File: config.mk
export PLATFORM = sky130hd
export DESIGN_NAME = param_fifo
export DESIGN_NICKNAME = d
export VERILOG_FILES = /design/src/rtl/param_fifo_pkg.sv /design/src/rtl/fifo_ptr.sv /design/src/rtl/param_fifo.sv
export SDC_FILE = /design/constraint.sdc
export NUM_CORES = 1
export LEC_CHECK = 0
export CORE_ASPECT_RATIO = 0.8
export CORE_UTILIZATION = 30
export CTS_CLUSTER_DIAMETER = 30
export DETAILED_ROUTE_END_ITERATION = 8
export PLACE_DENSITY_LB_ADDON = 0.15
export RECOVER_POWER = 50
export SLEW_MARGIN = 30
export SYNTH_ARGS = -nofsm -noshare
export SYNTH_HDL_FRONTEND = slang
export SYNTH_HIERARCHICAL = 1
export SYNTH_SLANG_ARGS = --single-unit
File: constraint.sdc
create_clock -name clock -period 12.7 [get_ports clock]
set_input_delay 3.81 -clock clock [delete_from_list [all_inputs] [get_ports clock]]
set_output_delay 3.81 -clock clock [all_outputs]
set_load 0.005 [all_outputs]
File: src/rtl/param_fifo_pkg.sv
// param_fifo_pkg: shared defaults and a portable clog2 for the parametrised FIFO.
package param_fifo_pkg;
  localparam int FIFO_DEF_WIDTH = 32;
  localparam int FIFO_DEF_DEPTH = 16;
  function automatic int clog2(input int n);
    int r;
    r = 0;
    while ((1 << r) < n) r++;
    return r;
  endfunction
endpackage

File: src/rtl/fifo_ptr.sv
// fifo_ptr: AW+1 bit wrap-flag pointer with increment enable, sync and async clear.
module fifo_ptr #(
  parameter int AW = 4
) (
  input  logic        clock_i,
  input  logic        aclr_i,
  input  logic        sclr_i,
  input  logic        inc_i,
  output logic [AW:0] ptr_o
);
  logic [AW:0] ptr_q, ptr_d;
  always_comb ptr_d = sclr_i ? '0 : ptr_q + (AW+1)'(inc_i);
  always_ff @(posedge clock_i or posedge aclr_i)
    if (aclr_i) ptr_q <= '0;
    else ptr_q <= ptr_d;
  assign ptr_o = ptr_q;
endmodule

File: src/rtl/param_fifo.sv
// param_fifo: show-ahead single-clock FIFO with level flags; PARAM_FIFO_ERR_FLAGS_EN adds
// sticky overflow/underflow outputs.
module param_fifo
  import param_fifo_pkg::*;
#(
  parameter int WIDTH    = FIFO_DEF_WIDTH,
  parameter int DEPTH    = FIFO_DEF_DEPTH,
  parameter int AF_LEVEL = DEPTH - 2,
  parameter int AE_LEVEL = 2,
  localparam int AW      = clog2(DEPTH)
) (
  input  logic             clock,
  input  logic             aclr,
  input  logic             sclr,
  input  logic             wrreq,
  input  logic [WIDTH-1:0] data,
  input  logic             rdreq,
  output logic [WIDTH-1:0] q,
  output logic             full,
  output logic             empty,
  output logic             almost_full,
  output logic             almost_empty,
  output logic [AW:0]      usedw
`ifdef PARAM_FIFO_ERR_FLAGS_EN
  ,
  output logic             overflow,
  output logic             underflow
`endif
);
  localparam logic [AW:0] FULL_T = (AW+1)'(DEPTH);
  localparam logic [AW:0] AF_T   = (AW+1)'(AF_LEVEL);
  localparam logic [AW:0] AE_T   = (AW+1)'(AE_LEVEL);
  logic [WIDTH-1:0] mem_q [DEPTH];
  logic [AW:0]      wp, rp;
  logic             we, re;
  assign we = wrreq && !full && !sclr;
  assign re = rdreq && !empty && !sclr;
  fifo_ptr #(.AW(AW)) u_wp (.clock_i(clock), .aclr_i(aclr), .sclr_i(sclr), .inc_i(we), .ptr_o(wp));
  fifo_ptr #(.AW(AW)) u_rp (.clock_i(clock), .aclr_i(aclr), .sclr_i(sclr), .inc_i(re), .ptr_o(rp));
  always_ff @(posedge clock)
    if (we) mem_q[wp[AW-1:0]] <= data;
  // Modulo subtraction; the wrap MSB separates full from empty.
  assign usedw        = wp - rp;
  assign full         = usedw == FULL_T;
  assign empty        = usedw == '0;
  assign almost_full  = usedw >= AF_T;
  assign almost_empty = usedw <= AE_T;
  assign q            = mem_q[rp[AW-1:0]];
`ifdef PARAM_FIFO_ERR_FLAGS_EN
  logic overflow_q, overflow_d, underflow_q, underflow_d;
  always_comb begin
    overflow_d  = sclr ? 1'b0 : overflow_q | (wrreq && full);
    underflow_d = sclr ? 1'b0 : underflow_q | (rdreq && empty);
  end
  always_ff @(posedge clock or posedge aclr)
    if (aclr) begin
      overflow_q  <= 1'b0;
      underflow_q <= 1'b0;
    end else begin
      overflow_q  <= overflow_d;
      underflow_q <= underflow_d;
    end
  assign overflow  = overflow_q;
  assign underflow = underflow_q;
`endif
endmodule

==> metrics.md, run 1 <==
| Metric | Value |
|---|---|
| Net count of the mapped netlist | ~940 |
| Clk sink count | 522 |
| HPWL after detailed placement | 24400 um |
| Leak Pwr | a little over 8 nW |
| Outcome | finished with violations |
| Horizontal die dimension | around 290 um |
| Buffer depth of the longest clock path | 3 |
| Area of the multi-input gates | 4390 um^2 |
| Final Max Slew Viols | 33 |
| Maximum level of the CTS H-tree | 3 |
| Initial core utilization | around 30% |
| CTS tree | yes |
| Least-Margin Pin Slew | slightly below 3 ns |
| Launching element type of the critical path | flip-flop |
| Violated checks | capacitance limit, slew limit |
| Top routing layer used | met4 |
| # rows | 84 |
| Unrepaired setup endpoints after global routing | no |
| Final Net Count | ~1100 |
| Largest net degree at the start of global routing | 101 |
| Ordered cell list for the critical path | buf_12 > buf_16 > mux4_2 > a22oi_1 > nand2_1 > clkdlybuf4s50_1 |
| Insertion delay to the later sink of the worst-skew pair | 0.63 ns |
| Mean instance size in the synthesized netlist | about 22 um^2 |
| RD Place Congestion | roughly 0.69 |
| Share of cells above drive strength 1 | a little under a third |
| Die H | roughly 230 um |
| Max-cap violations | 1 |
| Top Ports | slightly below 80 |
| Vias in the first global route | 10800 |
| Post-cts hold buffer count | 0 |
| Fmax | roughly 130 MHz |
| Count of fill cells added during filler insertion | 5847 |
| Required time at the endpoint of the critical path | roughly 8.9 ns |
| PwrDens | around 210 nW/um^2 |
| Critical path's slowest cell | sky130_fd_sc_hd__dfrtp_4 |
| Final core utilization | roughly 39% |
| Flops & latches, synth | about 520 |
| Fin crit period | ~7.8 ns |
| Total vias in the final route | ~9800 |
| PortBufs | 77 |
| Via-to-Cell Ratio | roughly 4.9 |
| Top cell type's share of synthesized area | approximately three quarters |
| Sum of met3 wire segment lengths after detailed routing | approximately 2100 um |
| Register-to-Register Setup Slack | between 7 and 8 ns |
| Library cell with the largest summed area after synthesis | sky130_fd_sc_hd__edfxtp_1 |
| Setup total negative slack | 0 ns |
| Endpoint type of the worst setup path | output port |
| Sequential share of the synthesized area | between 70% and 80% |
| Post-cts repair resize count | 0 |
| Global-route wire length before repair | approximately 74000 um |
| Arrival time at the worst endpoint | about 4.0 ns |
| Synth top area cells | sky130_fd_sc_hd__edfxtp_1 77%, sky130_fd_sc_hd__mux4_2 14%, sky130_fd_sc_hd__a22oi_1 2.4% |
| Path type of the worst min-delay path | reg2reg |
| Warnings, synthesis | 6 |
| Drt first pass iters | 5 |
| Category of the critical setup timing path | reg2out |
| Number of flops mapped to enable cells by yosys | ~500 |
| Core area | 65900 um^2 |
| Post-detailed-route DRC marker count | 0 |
| Violation count after the first detailed-route iteration | around 630 |
| Least setup slack across all paths after layout | slightly below 5 ns |
| Final hold violation count | 0 |
| Cell family with most CP delay | buffers and inverters |
| Post-route ant nets | 0 |
| Met2 Wirelength | approximately 24000 um |
| Number of buffers added by the clock tree synthesis step | around 110 |
| Cell variety after synth | 35 |
| Period Utilization, post-route | between 60% and 70% |
| Antenna violations before repair | 1 |
| Maximum fanout count along the critical path | between 50 and 60 |
| Final Hold Slack | 0.646 ns |
| Total global routing overflow | 0 |
| Number of cells produced by synthesis | 893 |
| Growth of design area from synthesis to finish | 28.5% |
| Setup repair bufs after CTS | 0 |
| Commonest non-fill, non-tap cell in the layout | sky130_fd_sc_hd__edfxtp_1 |
| Final setup viols | 0 |
| Worst-case vdd ir drop | between 0.1 and 0.15 mV |
| Cell at the root of the clock tree | sky130_fd_sc_hd__clkbuf_16 |
| Primary FF master, synth | sky130_fd_sc_hd__edfxtp_1 |
| DP Worst Slack | approximately 5.6 ns |
| Routed wire length per instance | 24.8 um |
| Buf+Inv Stages, Crit Path | 3 |
| Clock edge transition at the registers on the reported setup and hold paths | ~0.050 ns |
| Global Route Usage Sum | between 15 and 20% |
| Routed WL | roughly 50000 um |
| Mapped Area | roughly 20000 um^2 |
| Headroom to the max-slew limit | -96.0% |
| Met1 layer wirelength in the final routing | 22800 um |
| PnR Total Power | approximately 5.3 mW |
| Final setup skew | 0.0125 ns |
| Register area | between 15000 and 20000 um^2 |
| Die Area | 67900 um^2 |
| Share of synthesized flip-flops with an asynchronous set or reset | under 10% |
| Leading cell types in the layout, fill and taps excluded | 512 x sky130_fd_sc_hd__edfxtp_1, 128 x sky130_fd_sc_hd__mux4_2, 106 x sky130_fd_sc_hd__clkbuf_16 |
| Delay of the slowest cell on the worst path | around 0.85 ns |
where the power goes:
part | total (mW) | internal [mW] | switching, mW
clock network | 2.79 | 1.91 | 0.888
registers | 1.94 | 1.92 | 0.0274
logic | 0.551 | 0.280 | 0.271
synth_stat cells (all sizes together), types with 2 or more instances:
cell type / number
clkbuf: 26
mux2: 4
a21oi: 7
xnor2: 3
a2111oi: 5
inv: 11
ha: 8
nor2b: 9
a211oi: 8
mux4: 128
buf: 18
nand3: 8
nand2: 37
nor2: 16
dfrtp: 10
edfxtp: 512
a22oi: 64
xor2: 3
nand2b: 4
nand4: 2
cells by family after synthesis:
family	share of synthesized area, %
AND/OR/NAND/NOR	1.86
multiplexers	14.8
buffers and inverters	1.26
adder cells (fa/ha/maj)	0.599
XOR/XNOR	0.262
AO/OA/AOI/OAI	3.34
flip-flops	77.9
stage by stage:
| stage | cell area, um^2 | std cells |
|---|---|---|
| global placement | 22100 | 1813 |
| finish | 25800 | 2009 |
| global route | 25800 | 2009 |
| CTS | 25800 | 2007 |
| detailed placement | 22100 | 1813 |
| floorplan | 20100 | 893 |
registers in the layout, summed over array words and instances (netlist names):
register    cells
u_wp/ptr_o      5
u_rp/ptr_o      5
mem_q         512
worst min-delay path: stages (launching register included):
cell                      delay [ns]
sky130_fd_sc_hd__dfrtp_1        0.40
sky130_fd_sc_hd__nor2_1         0.09
sky130_fd_sc_hd__mux2_1         0.13
path summary, 6_finish.rpt:
check / from / end / cells after the start
max: u_rp/ptr_o[0] / q[7] / 6
max in group asynchronous: aclr / u_rp/ptr_o[1] / 2
min in group asynchronous: aclr / u_wp/ptr_o[2] / 2
min: u_wp/ptr_o[4] / u_wp/ptr_o[4] / 2
min reg2reg: u_wp/ptr_o[4] / u_wp/ptr_o[4] / 2
max reg2reg: u_rp/ptr_o[0] / mem_q[8][0] / 8
layer usage:
metal | global-route usage [%] | vias to the layer above
met5 | 0 | -
met4 | 4.73 | 0
met3 | 3.49 | 83
met2 | 24.1 | 224
met1 | 20.2 | 5252
li1 | - | 4193
cell type report:
class	count	area share [%]
Sequential cell	522	60.6
Multi-Input combinational cell	316	17.0
Clock buffer	120	10.5
Tap cell	860	4.17
Timing Repair Buffer	105	3.92
Clock inverter	74	3.59
Inverter	11	0.160
Antenna cell	1	0.00971
(Power assumes the default switching activity.)
==> run 2: changes to the inputs <==
- clock period: 12.7 -> 6.9 ns (I/O delays scaled with it)
==> metrics.md, run 2 (synthesized netlist as in run 1, its figures left out) <==
| Metric | Value |
|---|---|
| Outcome | finished with violations |
| Violated checks | capacitance limit, slew limit |
| Cell family with most CP delay | buffers and inverters |
| Delay of the slowest cell on the worst path | approximately 0.66 ns |
| Die H | ~230 um |
| Global-route wire length before repair | ~70000 um |
| Post-cts repair resize count | 0 |
| Horizontal die dimension | 291 um |
| Via-to-Cell Ratio | ~4.8 |
| Switching part of the total power | 23.2% |
| CTS tree | yes |
| Unrepaired setup endpoints after global routing | no |
| Final Max Slew Viols | 18 |
| Worst-case vdd ir drop | roughly 0.19 mV |
| RD Place Congestion | roughly 0.68 |
| HPWL after detailed placement | around 26000 um |
| Final setup viols | 0 |
| Setup repair bufs after CTS | 0 |
| Headroom to the max-slew limit | -10.3% |
| Initial core utilization | 30.4% |
| Drt first pass iters | 5 |
| Arrival time at the worst endpoint | ~3.7 ns |
| Leading cell types in the layout, fill and taps excluded | 512 x sky130_fd_sc_hd__edfxtp_1, 128 x sky130_fd_sc_hd__mux4_2, 98 x sky130_fd_sc_hd__clkbuf_16 |
| Final Net Count | approximately 1100 |
| Clk sink count | between 500 and 600 |
| Post-detailed-route DRC marker count | 0 |
| Flip-flop count of the largest register, all copies and words added | between 500 and 600 |
| PortBufs | 77 |
| Total global routing overflow | 0 |
| Antenna violations before repair | 0 |
| Post-route ant nets | 0 |
| Ant diodes | 0 |
| Final setup skew | approximately 0.02 ns |
| Share of cells above drive strength 1 | 30.6% |
| Sequential Power Share | a little under two fifths |
| Top Ports | 78 |
| Growth of design area from synthesis to finish | 28.0% |
| DP Worst Slack | between 1.5 and 2 ns |
| Commonest non-fill, non-tap cell in the layout | sky130_fd_sc_hd__edfxtp_1 |
| Core area | 65900 um^2 |
| Leak Pwr | between 8 and 9 nW |
| Number of standard cells in the layout, taps in and fillers out | 2005 |
| Vias in the first global route | between 10000 and 15000 |
| Final core utilization | 39.0% |
| Buf+Inv Stages, Crit Path | 3 |
| Category of the critical setup timing path | reg2out |
| Launching element type of the critical path | flip-flop |
| Maximum level of the CTS H-tree | 3 |
| Total vias in the final route | 9624 |
| Final hold violation count | 0 |
| Period Utilization, post-route | 83.3% |
| Violation count after the first detailed-route iteration | 608 |
| Share of total power in the clock network | approximately half |
| Global Route Usage Sum | 14.1% |
| # rows | 84 |
| Share of power burned in combinational logic | between 10% and 20% |
| Maximum fanout count along the critical path | 18 |
| Fmax | roughly 170 MHz |
| Cell at the root of the clock tree | sky130_fd_sc_hd__clkbuf_16 |
| Path type of the worst min-delay path | reg2reg |
| Design internal power | approximately 7.2 mW |
| Ordered cell list for the critical path | inv_1 > fa_1 > xor2_1 > nand4b_1 > mux2i_4 > buf_4 > and2_1 > clkdlybuf4s50_1 |
| Max-cap violations | 1 |
| DP Cell Count | ~1800 |
| Insertion delay to the later sink of the worst-skew pair | 0.64 ns |
| Endpoint type of the worst setup path | output port |
| Post-cts hold buffer count | 0 |
| Least setup slack across all paths after layout | between 1 and 1.5 ns |
| PwrDens | ~370 nW/um^2 |
| Buffer depth of the longest clock path | 3 |
| Least-Margin Pin Slew | approximately 1.7 ns |
| Number of buffers added by the clock tree synthesis step | 98 |
| Required time at the endpoint of the critical path | about 4.8 ns |
| Routed wire length per instance | between 20 and 25 um |
| Die Area | just under 70000 um^2 |
| Psw | between 2 and 2.5 mW |
| Critical path's slowest cell | sky130_fd_sc_hd__dfrtp_1 |
| Fin crit period | 5.75 ns |
| Routed WL | 46400 um |
| Largest net degree at the start of global routing | 107 |
| Setup total negative slack | 0 ns |
| Clock edge transition at the registers on the reported setup and hold paths | approximately 0.05 ns |
==> run 2: cell types whose count changed in the layout (fill, tap and decap cells not counted), sizes merged <==
cell / delta
buf: +8
bufinv: -4
clkbuf: -15
clkinv: -1
clkinvlp: +4
diode: -1
inv: +5
==> run 2: area by class of cell <==
type,count,area [um^2]
inverter,11,41.3
tap,860,1080
sequential,522,15600
multi-input combinational,316,4360
fill,5868,40200
clock inverter,78,915
timing repair buffer,113,1170
clock buffer,105,2480
==> run 2: through the flow <==
step,hold WS (ns),power (mW),area [um^2]
2_1_floorplan,0.595,4.24,20100
3_5_place_dp,0.654,4.69,22300
4_1_cts,0.662,9.57,25700
5_1_grt,0.677,9.76,25700
3_3_place_gp,0.639,4.68,22200
6_report,0.625,9.41,25700
==> run 2: metal layers <==
layer | global-route usage [%] | wire (um) | vias up
met5 | 0 | 0 | -
met2 | 21.6 | 21300 | 206
li1 | - | - | 4172
met4 | 4.41 | 966 | 0
met1 | 19.7 | 22100 | 5159
met3 | 3.26 | 2000 | 87
==> run 2: path summary, 6_finish.rpt <==
path                                from             to  slack, ns  depth (start not counted)
setup / recovery           u_wp/ptr_o[1]           full       1.15                          8
setup reg to reg           u_wp/ptr_o[1]   mem_q[1][30]       1.78                          9
min in group asynchronous           aclr  u_rp/ptr_o[2]       1.84                          2
max in group asynchronous           aclr  u_rp/ptr_o[1]       4.85                          2
hold reg to reg            u_rp/ptr_o[4]  u_rp/ptr_o[4]       0.62                          2
hold / removal             u_rp/ptr_o[4]  u_rp/ptr_o[4]       0.62                          2
==> run 2: worst min-delay path, stage by stage, from the launching register on <==
cell	delay [ns]
sky130_fd_sc_hd__dfrtp_1	0.39
sky130_fd_sc_hd__nor2_1	0.08
sky130_fd_sc_hd__mux2_1	0.12
==> run 2: power by group through the flow <==
stage,sequential [mW],combinational [mW],clock [mW]
after floorplan,3.59,0.650,0
after global placement,3.60,1.08,0
after detailed placement,3.60,1.09,0
after CTS,3.54,1.09,4.93
after global routing,3.54,1.14,5.08
final,3.54,1.05,4.82
==> run 3: changes to the inputs <==
- clock period: 6.9 -> 5 ns (I/O delays scaled with it)
==> metrics.md, run 3 (synthesized netlist as in run 1, its figures left out) <==
| Metric | Value |
|---|---|
| Worst-case vdd ir drop | around 0.29 mV |
| Delay of the slowest cell on the worst path | 0.68 ns |
| Vias in the first global route | about 11000 |
| RD Place Congestion | 0.689 |
| Final hold violation count | 0 |
| Routed WL | between 40000 and 50000 um |
| Global-route wire length before repair | around 73000 um |
| Violation count after the first detailed-route iteration | slightly below 700 |
| Violated checks | capacitance limit, slew limit |
| Total vias in the final route | between 9000 and 10000 |
| Headroom to the max-slew limit | -18.4% |
| Antenna violations before repair | 5 |
| Ant diodes | 0 |
| Post-cts repair resize count | 0 |
| Buf+Inv Stages, Crit Path | 1 |
| Global Route Usage Sum | 15.0% |
| Post-cts hold buffer count | 0 |
| Register area | about 16000 um^2 |
| Drt first pass iters | 4 |
| Worst Hold Launch | u_wp/ptr_o[4] |
| Growth of design area from synthesis to finish | 29.7% |
| Capture point of the worst reg-to-reg path | u_wp/ptr_o[4] |
| Cell at the root of the clock tree | sky130_fd_sc_hd__clkbuf_16 |
| Maximum fanout count along the critical path | 28 |
| Routed wire length per instance | 24.6 um |
| Worst reg2reg path depth | 10 |
| Category of the critical setup timing path | reg2out |
| Die Area | 67900 um^2 |
| Post-detailed-route DRC marker count | 0 |
| R2R Path Start | u_rp/ptr_o[1] |
| Top Ports | between 70 and 80 |
| Insertion delay to the later sink of the worst-skew pair | 0.64 ns |
| Total global routing overflow | 0 |
| Setup repair bufs after CTS | 0 |
| Final Hold Slack | between 0.6 and 0.7 ns |
| Leading cell types in the layout, fill and taps excluded | 512 x sky130_fd_sc_hd__edfxtp_1, 128 x sky130_fd_sc_hd__mux4_2, 108 x sky130_fd_sc_hd__clkbuf_16 |
| CTS tree | yes |
| Commonest non-fill, non-tap cell in the layout | sky130_fd_sc_hd__edfxtp_1 |
| Number of buffers added by the clock tree synthesis step | between 100 and 150 |
| Register-to-Register Setup Slack | 0.61 ns |
| Horizontal die dimension | around 290 um |
| Clk sink count | 522 |
| Maximum level of the CTS H-tree | 3 |
| PortBufs | 77 |
| Hold depth | 2 |
| Post-route ant nets | 0 |
| Buffer depth of the longest clock path | 3 |
| Endpoint type of the worst setup path | output port |
| Final Max Slew Viols | 18 |
| Initial core utilization | between 30% and 40% |
| Clock edge transition at the registers on the reported setup and hold paths | 0.05 ns |
| Least-Margin Pin Slew | approximately 1.8 ns |
| Core area | between 60000 and 70000 um^2 |
| PwrDens | between 500 and 600 nW/um^2 |
| Fin crit period | between 4 and 5 ns |
| Arrival time at the worst endpoint | about 3.3 ns |
| Setup total negative slack | 0 ns |
| Fmax | about 210 MHz |
| Final setup skew | approximately 0.016 ns |
| Via-to-Cell Ratio | roughly 4.8 |
| Max-cap violations | 1 |
| Period Utilization, post-route | 95.0% |
| Leak Pwr | approximately 8.3 nW |
| Unrepaired setup endpoints after global routing | no |
| Required time at the endpoint of the critical path | 3.50 ns |
| Outcome | finished with violations |
| Largest net degree at the start of global routing | 76 |
| Flip-flop count of the largest register, all copies and words added | between 500 and 600 |
| Die H | approximately 230 um |
| HPWL after detailed placement | 24100 um |
| Final setup viols | 0 |
| Min-Delay Endpoint | u_wp/ptr_o[4] |
| Area of the multi-input gates | about 4400 um^2 |
| Share of cells above drive strength 1 | about a third |
| Count of fill cells added during filler insertion | between 5000 and 6000 |
| Launching element type of the critical path | flip-flop |
| Cell family with most CP delay | flip-flops |
| Critical path's slowest cell | sky130_fd_sc_hd__dfrtp_4 |
| Final Net Count | about 1100 |
| Path type of the worst min-delay path | reg2reg |
| Ordered cell list for the critical path | fa_1 > nand2b_1 > a21oi_1 > xnor2_1 > a2111oi_2 > clkdlybuf4s50_1 |
| # rows | 84 |
[run 3: worst min-delay path, cell delays in order (launching register included)]
cell	delay (ns)
sky130_fd_sc_hd__dfrtp_1	0.39
sky130_fd_sc_hd__nor2_1	0.09
sky130_fd_sc_hd__mux2_4	0.14
[run 3: how the worst max path moves through the flow]
stage | depth (start not counted) | slack, ns | endpoint | start
finish | 6 | 0.25 | almost_empty | u_rp/ptr_o[1]
global route | 6 | 0.04 | almost_empty | u_rp/ptr_o[1]
CTS | 6 | 0.18 | almost_empty | u_rp/ptr_o[1]
detailed placement | 6 | 0.87 | almost_empty | u_rp/ptr_o[1]
global placement | 6 | 0.88 | almost_empty | u_rp/ptr_o[1]
floorplan | 9 | 0.16 | mem_q[10][0] | u_rp/ptr_o[1]
[run 3: area by class of cell]
cell class	count	area share [%]
well taps	860	4.14
clock buffers	120	10.6
inverters	11	0.159
multi-input cells	316	16.9
clock inverters	83	3.64
repair buffers	115	4.54
flip-flops and latches	522	60.1
[run 3: layer usage]
layer	GRT usage [%]	part of all wire (%)
met5	0	0.11
met4	4.17	1.6
met3	3.70	4.1
met2	24.6	49
met1	19.7	45
[run 3: report_power, final]
part / switching [mW] / total (mW) / internal, mW / leakage (nW)
combinational: 0.711 / 1.42 / 0.704 / 1.78
sequential: 0.0220 / 4.89 / 4.87 / 4.75
clock: 2.33 / 7.13 / 4.80 / 1.77
total: 3.07 / 13.4 / 10.4 / 8.29
[run 3: metrics by stage]
| stage | setup slack, ns | total power [mW] | util, % | cells | area, um^2 |
|---|---|---|---|---|---|
| floorplan | 0.156 | 5.86 | - | 893 | 20100 |
| global placement | 0.880 | 6.44 | 33.9 | 1824 | 22400 |
| detailed placement | 0.870 | 6.45 | 33.9 | 1824 | 22400 |
| CTS | 0.178 | 13.7 | 39.6 | 2027 | 26100 |
| global route | 0.0434 | 13.9 | 39.5 | 2027 | 26000 |
| finish | 0.252 | 13.4 | 39.5 | 2027 | 26000 |
